==> config.mk <==
export PLATFORM = sky130hd
export DESIGN_NAME = deconvolution_stream
export DESIGN_NICKNAME = d
export VERILOG_FILES = /design/src/rtl/deconvolution_stream.sv
export SDC_FILE = /design/constraint.sdc
export NUM_CORES = 1
export LEC_CHECK = 0
export BUFFER_PORTS_ARGS = -buffer_cell sky130_fd_sc_hd__buf_2
export CORE_MARGIN = 3
export CORE_UTILIZATION = 60
export CTS_BUF_LIST = sky130_fd_sc_hd__clkbuf_8
export DETAILED_ROUTE_END_ITERATION = 10
export GPL_ROUTABILITY_DRIVEN = 1
export GPL_TIMING_DRIVEN = 0
export PLACE_DENSITY = 0.79
export SETUP_SLACK_MARGIN = 0.05
export SLEW_MARGIN = 40
export SYNTH_ARGS = -nofsm -noshare
export SYNTH_HDL_FRONTEND = slang
export SYNTH_SLANG_ARGS = --single-unit
==> constraint.sdc <==
create_clock -name clk -period 8.2 [get_ports clk]
set_clock_uncertainty 0.05 [all_clocks]
set_input_delay 1.23 -clock clk [delete_from_list [all_inputs] [get_ports clk]]
set_output_delay 1.23 -clock clk [all_outputs]
set_load 0.01 [all_outputs]
==> src/rtl/deconvolution_stream.sv <==
// deconvolution_stream: recovers x from y = x*h by recursive long division with a monic kernel
module deconvolution_stream #(
  parameter int N  = 8,
  parameter int M  = 4,
  parameter int XW = 8,
  parameter int HW = 8,
  parameter int YW = 16,
  parameter int AW = YW + HW + XW + 2
) (
  input  logic          clk,
  input  logic          rst,
  input  logic          start,
  input  logic [M*HW-1:0] h_flat,
  input  logic [YW-1:0] y_data,
  input  logic          y_valid,
  output logic          y_ready,
  output logic [XW-1:0] x_data,
  output logic          x_valid,
  input  logic          x_ready,
  output logic          x_last,
  output logic          busy,
  output logic          done,
  output logic          err_kernel,
  output logic          err_ovf,
  output logic          err_resid
);
  localparam int NW = $clog2(N) > 0 ? $clog2(N) : 1;
  localparam int JW = $clog2(M);
  localparam logic signed [AW-1:0] XMAX = AW'((64'sd1 <<< (XW - 1)) - 64'sd1);
  localparam logic signed [AW-1:0] XMIN = ~XMAX;
  typedef enum logic [1:0] {IDLE, RUN, TAIL, FIN} state_t;
  state_t r_state, w_next;
  logic signed [HW-1:0] r_h [1:M-1];
  logic signed [XW-1:0] r_hist [1:M-1];
  logic [NW-1:0] r_n;
  logic [JW-1:0] r_j;
  logic signed [AW-1:0] w_acc;
  logic signed [HW+XW-1:0] w_prod;
  logic signed [XW-1:0] w_sat;
  logic w_clip, w_y_acc, w_h0_ok;
  assign w_h0_ok = h_flat[HW-1:0] == HW'(1);
  assign y_ready = r_state == RUN ? (!x_valid || x_ready) : r_state == TAIL;
  assign w_y_acc = y_valid && y_ready;
  assign busy    = r_state != IDLE;
  assign done    = r_state == FIN && !x_valid;
  assign w_clip  = w_acc > XMAX || w_acc < XMIN;
  assign w_sat   = w_acc > XMAX ? XMAX[XW-1:0] : w_acc < XMIN ? XMIN[XW-1:0] : w_acc[XW-1:0];
  // y minus the kernel tail applied to recent x; in TAIL history holds zeros past x[N-1], so zero acc means the tail matched
  always_comb begin
    w_acc  = AW'($signed(y_data));
    w_prod = '0;
    for (int k = 1; k < M; k++) begin
      w_prod = r_h[k] * r_hist[k];
      w_acc  = w_acc - AW'(w_prod);
    end
  end
  // state register
  always_ff @(posedge clk) begin
    if (rst) r_state <= IDLE;
    else r_state <= w_next;
  end
  // frame sequencing; FIN holds until the output register has drained
  always_comb begin
    w_next = r_state;
    case (r_state)
      IDLE:    w_next = start ? (w_h0_ok ? RUN : FIN) : IDLE;
      RUN:     w_next = (w_y_acc && r_n == NW'(N - 1)) ? TAIL : RUN;
      TAIL:    w_next = (w_y_acc && r_j == JW'(M - 2)) ? FIN : TAIL;
      default: w_next = x_valid ? FIN : IDLE;
    endcase
  end
  // kernel latch, x history, sample counters and sticky error flags
  always_ff @(posedge clk) begin
    if (rst) begin
      for (int k = 1; k < M; k++) r_h[k] <= '0;
      for (int k = 1; k < M; k++) r_hist[k] <= '0;
      r_n        <= '0;
      r_j        <= '0;
      err_kernel <= 1'b0;
      err_ovf    <= 1'b0;
      err_resid  <= 1'b0;
    end else if (r_state == IDLE && start) begin
      for (int k = 1; k < M; k++) r_h[k] <= h_flat[k*HW +: HW];
      for (int k = 1; k < M; k++) r_hist[k] <= '0;
      r_n        <= '0;
      r_j        <= '0;
      err_kernel <= !w_h0_ok;
      err_ovf    <= 1'b0;
      err_resid  <= 1'b0;
    end else if (w_y_acc) begin
      r_hist[1] <= r_state == RUN ? w_sat : '0;
      for (int k = 2; k < M; k++) r_hist[k] <= r_hist[k-1];
      if (r_state == RUN) begin
        r_n     <= r_n + 1'b1;
        err_ovf <= err_ovf | w_clip;
      end else begin
        r_j       <= r_j + 1'b1;
        err_resid <= err_resid | (w_acc != '0);
      end
    end
  end
  // single output register: a new x can replace the retiring one in the same cycle
  always_ff @(posedge clk) begin
    if (rst) begin
      x_valid <= 1'b0;
      x_last  <= 1'b0;
      x_data  <= '0;
    end else if (w_y_acc && r_state == RUN) begin
      x_valid <= 1'b1;
      x_last  <= r_n == NW'(N - 1);
      x_data  <= w_sat;
    end else if (x_ready) begin
      x_valid <= 1'b0;
      x_last  <= 1'b0;
    end
  end
endmodule
==> out/results.tsv, run 1 <==
metric	value	unit
CP endpoint kind	register	
#FFs+latches synth	68	
I/O pin total	69	
DRC viols	0	
gr usage total	25.3	%
placed cells	1560	
Filler cells	1545	
fin crit period	7.71	ns
Hold Violations, Final	0	
Hold Crit Depth	2	
post-synthesis simple-gate area fraction	14.9	%
global-route wire length before repair	43400	microns
Max-Cap Viols	0	
initial antenna violation count	0	
CTS H-Tree Depth	3	
Die Ht	147	microns
Avg WL per Cell	16.4	microns
Final #Nets	1701	
Inserted Diodes	0	
Cell Rows	51	
die area	0.0217	sq mm
Post-synth EDFFs	48	
Clock Path Buffers	2	
fraction of layout cells with a size suffix above 1	8.38	%
crit share post-route	94.1	%
Synth Area in Compound Gates	4.98	%
Worst EP arrival	7.87	ns
Final GP Congestion	0.872	
Port Buffer Count	67	
ys flop type	edfxtp_1	
mapped cell area	0.0120	sq mm
Worst-Margin Slew	0.678	ns
post-synthesis sequential area ratio	15.4	%
Max Transition Viols Final	0	
CP Launch Type	register	
Fmax achieved	130	MHz
Clock Latency Late Sink	0.37	ns
post-synthesis mux area share	0.0835	%
placed cell areas	0.0127	sq mm
largest net degree at the start of global routing	30	
vias in the first global route	9162	
Syn Inst Count	1228	
Core ar.	0.0195	sq mm
Post-Synth Adder-Cell Area	51.2	%
syn_area_per_cell	9.76	sq um
1st-iter DRT viols	565	
Detailed Routing Iterations Pass 1	5	
Final Instance Count excl. Fillers	1577	
Slew headroom	54.7	%
Root Driver	clkbuf_8	
most frequent cells in the layout	323 x inv_1, 248 x fa_1, 122 x and2_1, 118 x nand2_1, 92 x ha_1	
Mapped Nets	1622	
fin worst setup slack	0.488	ns
GRT Residual Overflow	0	
largest family of logic cells by synthesized area	adder cells	
Clock transition at path regs	0.10	ns
die width	147	microns
via count	8348	
commonest non-fill, non-tap cell in the layout	inv_1	
Initial Utilization	61.4	%
Routed WL	25900	microns
critical path class	reg -> reg	
Unique masters post-synth	52	
RSZ-0062 raised after global routing	no	
ANT nets after route	0	
DR vias/cell	5.29	
Place WS	0.396	ns
final instance area	0.0130	sq mm
Clock Sinks	68	
Post-Synth XOR/XNOR Area	2.56	%
outcome	completed	
Ys Warns	0	
CTS tree	yes	
CTS Buf Count	9	
Async S/R FF share, synth	0	%
Setup TNS	0	ns
hpwl dp	21800	microns
area grow syn2layout	8.10	%
WP data required	8.35	ns
Reg2Reg Depth	25	
CP Max Fanout	10	
endpoints failing setup	0	
HP Class	reg -> reg	
[sequential cells by signal (all words and copies together), names as in the netlist]
| signal | count |
|---|---|
| r_h | 24 |
| r_hist | 24 |
| x_data | 8 |
| r_n | 3 |
| r_j | 2 |
| r_state | 2 |
| err_kernel | 1 |
| err_ovf | 1 |
| err_resid | 1 |
| x_last | 1 |
| x_valid | 1 |
[worst max-delay path, stage by stage (launching register included)]
cell and delay (ns):
edfxtp_1 0.58, and2_1 0.29, fa_1 0.57, inv_1 0.16
fa_1 0.56, inv_1 0.05, fa_1 0.50, fa_1 0.53
inv_1 0.06, fa_1 0.46, fa_1 0.54, inv_1 0.06
fa_1 0.54, inv_1 0.04, ha_1 0.27, clkbuf_1 0.22
a211oi_1 0.25, nand2_1 0.08, a31oi_1 0.21, a21oi_1 0.15
o211ai_1 0.20, nand2_1 0.08, xnor2_1 0.42, clkbuf_2 0.31
a21boi_0 0.19, nor3_1 0.17
[final timing paths]
path / start / slack [ns] / to
max: r_hist[0][17] / 0.49 / r_hist[0][8]
min: r_n[1] / 0.43 / r_n[1]
max reg2reg: r_hist[0][17] / 0.49 / r_hist[0][8]
min reg2reg: r_n[1] / 0.43 / r_n[1]
[routing by layer]
metal	up-vias	share of wire, %	GRT usage [%]
met4	0	2.5	8.06
li1	3830	-	-
met3	49	4.6	2.96
met2	226	55	46.8
met5	-	0	0
met1	4243	38	31.0
[stage by stage]
| stage | hold WS [ns] | util, % |
|---|---|---|
| after floorplan | 0.390 | - |
| after global placement | 0.396 | 64.8 |
| after detailed placement | 0.413 | 64.8 |
| after CTS | 0.426 | 66.2 |
| after global routing | 0.461 | 66.4 |
| final | 0.426 | 66.4 |
[cell families after synthesis]
logic type / after synthesis
multiplexers: 1
AND/OR/NAND/NOR: 343
flip-flops: 68
adder cells (fa/ha/maj): 341
AO/OA/AOI/OAI: 93
buffers and inverters: 347
XOR/XNOR: 35
[synth_stat cells (all sizes together) (17+ instances only)]
cell    instances  area [sq um]
inv           324          1220
fa            249          4980
and2          122           763
nand2         119           447
ha             92          1150
edfxtp         48          1440
a21oi          31           155
nor2           31           116
xnor2          28           245
nor2b          21           131
dfxtp          20           400
o21ai          20           100
clkbuf         17          63.8
[final cells by class]
cell class | instances | area (sq um) | area share (%)
multi-input combinational | 813 | 8850 | 68.3
buffer | 18 | 73.8 | 0.570
clock inverter | 7 | 146 | 1.13
tap | 265 | 332 | 2.56
timing repair buffer | 72 | 373 | 2.88
clock buffer | 9 | 124 | 0.956
inverter | 325 | 1220 | 9.41
sequential | 68 | 1840 | 14.2
[timing repair]
item                       in CTS  in global routing
setup endpoints to repair       0                 15
setup buffers                   0                  5
gates resized for setup         0                  3
hold buffers                    0                  0
Power of run 1 is not shown: default switching activity piles up to over one toggle a cycle in this logic, so the estimate is an artifact.
==> run 2: changes to the inputs <==
ABC_AREA = 1   (was unset)
RECOVER_POWER = 50   (was unset)
clock period = 7.8 ns   (was 8.2 ns; I/O delays follow)
==> out/results.tsv, run 2 <==
metric	value	unit	change
outcome	completed		unchanged
fin crit period	7.31	ns	was 7.71 ns
Async S/R FF share, synth	0	%	unchanged
HP Class	reg -> reg		unchanged
syn_area_per_cell	8.26	sq um	was 9.76 sq um
CP endpoint kind	register		unchanged
endpoints failing setup	0		unchanged
Syn Inst Count	1522		was 1228
Slew headroom	22.5	%	was 54.7%
fraction of layout cells with a size suffix above 1	6.43	%	was 8.38%
most frequent cells in the layout	494 x inv_1, 311 x nand2_1, 247 x fa_1, 98 x nor2_1, 92 x ha_1		was 323 x inv_1, 248 x fa_1, 122 x and2_1, 118 x nand2_1, 92 x ha_1
die width	151	microns	was 147 microns
CTS Hold Bufs	0		unchanged
Hold Slack	0.424	ns	was 0.426 ns
Ys Warns	0		unchanged
Final #Nets	1991		was 1701
initial antenna violation count	0		unchanged
most common library cells after synthesis	495 x inv_1, 311 x nand2_1, 249 x fa_1		was 324 x inv_1, 249 x fa_1, 122 x and2_1
Unique masters post-synth	37		was 52
area grow syn2layout	7.38	%	was 8.10%
GRT Residual Overflow	0		unchanged
Worst-Margin Slew	1.16	ns	was 0.678 ns
biggest regs	r_h: 24 flops, r_hist: 24 flops, x_data: 8 flops		unchanged
Max Transition Viols Final	0		unchanged
Core ar.	0.0204	sq mm	was 0.0195 sq mm
Reg2Reg Depth	26		was 25
Cell Rows	52		was 51
CP Launch Type	register		unchanged
Setup TNS	0	ns	unchanged
Avg WL per Cell	14.5	microns	was 16.4 microns
Inserted Diodes	0		unchanged
via count	9362		was 8348
CTS H-Tree Depth	3		unchanged
Hold Violations, Final	0		unchanged
ANT nets after route	0		unchanged
Fmax achieved	137	MHz	was 130 MHz
Clock Path Buffers	2		unchanged
commonest non-fill, non-tap cell in the layout	inv_1		unchanged
Layout Utilization	66.1	%	was 66.4%
largest net degree at the start of global routing	29		was 30
CTS Buf Count	9		unchanged
Die Ht	151	microns	was 147 microns
Max-Cap Viols	0		unchanged
most common cell in the netlist	inv_1		unchanged
Clock transition at path regs	0.09	ns	was 0.10 ns
DR vias/cell	5.00		was 5.29
dominant cells by area after synthesis	fa_1 40%, inv_1 15%, edfxtp_1 11%		was fa_1 42%, edfxtp_1 12%, inv_1 10%
post-synthesis sequential area ratio	14.6	%	was 15.4%
Routed WL	27200	microns	was 25900 microns
vias in the first global route	9925		was 9162
mapped cell area	0.0126	sq mm	was 0.0120 sq mm
CP Max Fanout	10		unchanged
hpwl dp	23400	microns	was 21800 microns
Initial Utilization	61.6	%	was 61.4%
Final Instance Count excl. Fillers	1872		was 1577
RSZ-0062 raised after global routing	no		unchanged
#FFs+latches synth	68		unchanged
crit share post-route	93.7	%	was 94.1%
gr usage total	25.4	%	was 25.3%
Post-synth EDFFs	48		unchanged
leading area contributor after synthesis	fa_1		unchanged
Final GP Congestion	0.917		was 0.872
Hold Crit Depth	2		unchanged
Root Driver	clkbuf_8		unchanged
Detailed Routing Iterations Pass 1	5		unchanged
Clock Sinks	68		unchanged
Port Buffer Count	68		was 67
die area	0.0227	sq mm	was 0.0217 sq mm
Mapped Nets	1916		was 1622
Yosys top cell area share	39.6	%	was 41.6%
WP data required	7.85	ns	was 8.35 ns
placed cells	1860		was 1560
critical path class	reg -> reg		unchanged
DRC viols	0		unchanged
I/O pin total	69		unchanged
1st-iter DRT viols	590		was 565
Worst EP arrival	7.36	ns	was 7.87 ns
ys flop type	edfxtp_1		unchanged
CTS tree	yes		unchanged
Clock Latency Late Sink	0.36	ns	was 0.37 ns
global-route wire length before repair	45400	microns	was 43400 microns
==> run 2: what timing repair did <==
item / 4_1_cts / 5_1_grt
buffers inserted: 0 / 2
hold endpoints to repair: 0 / 0
endpoints found under the setup margin: 0 / 16
gates resized for setup: 0 / 3
==> run 2: final timing paths <==
check / from / to / slack [ns]
max: r_hist[0][8] / r_hist[0][9] / 0.49
min: err_ovf / err_ovf / 0.42
max reg2reg: r_hist[0][8] / r_hist[0][9] / 0.49
min reg2reg: err_ovf / err_ovf / 0.42
==> run 2: per-layer routing <==
layer  up-vias  wire length (microns)  track usage, %
li1       4434                      -               -
met1      4611                  10500            31.8
met2       266                  14400            46.4
met3        51                   1430            2.42
met4         0                    839            8.43
met5         -                      0               0
==> run 2: through the flow <==
step           worst slack, ns  cell area (sq um)
3_3_place_gp             0.421              13300
5_1_grt                 0.0719              13500
6_report                 0.491              13500
3_5_place_dp             0.338              13300
4_1_cts                  0.297              13500
2_1_floorplan             1.20              12600
==> run 2: cell families (layout without fill, tap and decap cells) <==
kind of cell,count (synthesis),count (layout),share of synthesized area (%)
compound gates,53,53,2.44
fa+ha+maj,341,341,48.8
simple gates,484,484,15.9
xor+xnor,24,24,1.67
buf+inv,552,632,16.6
flops,68,68,14.6
==> run 2: layout make-up <==
cell class                 count  area [sq um]
multi-input combinational    902          8650
buffer                        45           184
timing repair buffer          70           334
clock inverter                 7           146
fill                        1713          6930
tap                          270           338
inverter                     501          1880
sequential                    68          1840
clock buffer                   9           124
==> run 2: worst max-delay path: stages, from the launching register on <==
cell and delay [ns]:
edfxtp_1 0.57, nand2_1 0.18, inv_1 0.11, fa_1 0.55, clkinvlp_4 0.22, fa_2 0.69, inv_1 0.09, fa_1 0.53
inv_1 0.05, fa_1 0.44, fa_1 0.50, fa_1 0.55, inv_1 0.05, fa_1 0.55, inv_1 0.05, ha_1 0.40
a21oi_1 0.30, o21ai_0 0.12, a21oi_1 0.25, nand2_1 0.12, nand2_1 0.08, nand3_2 0.08, nor2_2 0.10, nand3_2 0.10
nand2_4 0.11, buf_8 0.13, a21oi_1 0.07
Power of run 2 is left out for the same reason.
==> run 3: changes to the inputs <==
ABC_AREA = unset   (was 1)
==> out/results.tsv, run 3 (synthesis results as in run 1) <==
metric	value	unit	change
vias in the first global route	9150		was 9925
Clock transition at path regs	0.10	ns	was 0.09 ns
global-route layer with the greatest usage	met2		unchanged
Worst EP arrival	7.59	ns	was 7.36 ns
HP Class	reg -> reg		unchanged
1st-iter DRT viols	514		was 590
Clock Latency Late Sink	0.37	ns	was 0.36 ns
Max Transition Viols Final	0		unchanged
Core ar.	0.0195	sq mm	was 0.0204 sq mm
most frequent cells in the layout	322 x inv_1, 247 x fa_1, 118 x nand2_1, 111 x and2_1, 90 x ha_1		was 494 x inv_1, 311 x nand2_1, 247 x fa_1, 98 x nor2_1, 92 x ha_1
met1 Use GR	31.0	%	was 31.8%
endpoints failing setup	0		unchanged
CP Max Fanout	10		unchanged
Max-Cap Viols	0		unchanged
outcome	completed		unchanged
gr usage total	25.3	%	was 25.4%
CTS tree	yes		unchanged
WP data required	7.86	ns	was 7.85 ns
die width	147	microns	was 151 microns
CTS Hold Bufs	0		unchanged
biggest regs	r_h: 24 flops, r_hist: 24 flops, x_data: 8 flops		unchanged
DRC viols	0		unchanged
Final #Nets	1715		was 1991
Cell Rows	51		was 52
initial antenna violation count	0		unchanged
hpwl dp	21800	microns	was 23400 microns
global routing met3 resource utilization	2.96	%	was 2.42%
GRT met2 Usage	46.8	%	was 46.4%
die area	0.0217	sq mm	was 0.0227 sq mm
CP endpoint kind	register		unchanged
Clock Path Buffers	2		unchanged
Final GP Congestion	0.872		was 0.917
Inserted Diodes	0		unchanged
ANT nets after route	0		unchanged
GRT Residual Overflow	0		unchanged
commonest non-fill, non-tap cell in the layout	inv_1		unchanged
Root Driver	clkbuf_8		unchanged
Clock Sinks	68		unchanged
Hold Violations, Final	0		unchanged
Fmax achieved	133	MHz	was 137 MHz
CTS Buf Count	9		unchanged
Detailed Routing Iterations Pass 1	5		unchanged
Worst-Margin Slew	1.20	ns	was 1.16 ns
Routed WL	26200	microns	was 27200 microns
I/O pin total	69		unchanged
CTS H-Tree Depth	3		unchanged
Port Buffer Count	67		was 68
via count	8424		was 9362
Filler cells	1523		was 1713
fraction of layout cells with a size suffix above 1	9.05	%	was 6.43%
Avg WL per Cell	16.5	microns	was 14.5 microns
fin crit period	7.53	ns	was 7.31 ns
area grow syn2layout	9.25	%	was 7.38%
Hold Slack	0.422	ns	was 0.424 ns
largest net degree at the start of global routing	30		was 29
global-route wire length before repair	43300	microns	was 45400 microns
crit share post-route	96.5	%	was 93.7%
Slew headroom	19.7	%	was 22.5%
Die Ht	147	microns	was 151 microns
Initial Utilization	61.4	%	was 61.6%
critical path class	reg -> reg		unchanged
DR vias/cell	5.29		was 5.00
CP Launch Type	register		unchanged
run 3: changes by cell type in the layout (fill, tap and decap cells not counted), sizes merged, moves of 6 or more:
| cell | change |
|---|---|
| and2 | +120 |
| inv | -174 |
| buf | +25 |
| nor2 | -69 |
| xnor2 | +19 |
| clkbuf | -36 |
| xor2 | -8 |
| nand3 | -33 |
| a311oi | +6 |
| o21ai | +7 |
| nand2 | -202 |
| nor2b | +21 |
run 3: worst max-delay path: stages, from the launching register on:
cell and delay (ns):
edfxtp_1 0.55, and2_1 0.22, fa_1 0.58, clkinvlp_4 0.19
buf_4 0.19, fa_1 0.55, fa_1 0.44, fa_1 0.52
fa_1 0.54, fa_1 0.54, inv_1 0.05, fa_1 0.55
inv_1 0.05, ha_1 0.27, buf_2 0.19, a21oi_4 0.22
o21a_1 0.19, nor3b_1 0.22, and3_1 0.20, nor3_2 0.06
nor3_1 0.14, nand4_1 0.25, nand2_1 0.18, buf_2 0.21
a21oi_1 0.10
run 3: cell type report:
class | count | area, sq um | area share [%]
repair buffers | 88 | 475 | 3.63
inverters | 325 | 1220 | 9.34
multi-input cells | 813 | 8890 | 67.9
clock buffers | 9 | 124 | 0.946
clock inverters | 7 | 146 | 1.12
plain buffers | 16 | 66.3 | 0.506
well taps | 265 | 332 | 2.53
flip-flops and latches | 68 | 1840 | 14.1
run 3: repair_timing:
| action | 4_1_cts | 5_1_grt |
|---|---|---|
| gates resized for setup | 2 | 14 |
| setup buffers | 0 | 21 |
| endpoints found under the setup margin | 9 | 18 |
| pin swaps | 0 | 3 |
run 3: metal layers:
| metal | wire [microns] | part of all wire (%) | vias to the layer above |
|---|---|---|---|
| li1 | - | - | 3857 |
| met1 | 9940 | 38 | 4269 |
| met2 | 14400 | 55 | 246 |
| met3 | 1190 | 4.6 | 52 |
| met4 | 691 | 2.6 | 0 |
| met5 | 0 | 0 | - |
run 3: per-stage QoR:
step / setup TNS [ns] / area, sq um / std cells / utilization [%] / setup WS, ns
4_1_cts: 0 / 12900 / 1575 / 66.2 / 0.0883
5_1_grt: -0.155 / 13100 / 1591 / 67.1 / -0.0440
3_5_place_dp: -0.00405 / 12700 / 1560 / 64.8 / -0.00405
2_1_floorplan: 0 / 12000 / 1228 / - / 0.936
6_report: 0 / 13100 / 1591 / 67.1 / 0.271
3_3_place_gp: 0 / 12700 / 1560 / 64.8 / 0.114
run 3: final timing paths:
path | from | to | slack, ns | depth (start not counted)
max | r_hist[0][10] | r_hist[0][13] | 0.27 | 24
min | r_n[1] | r_n[1] | 0.42 | 2
max reg2reg | r_hist[0][10] | r_hist[0][13] | 0.27 | 24
min reg2reg | r_n[1] | r_n[1] | 0.42 | 2
Power of run 3 is left out for the same reason.
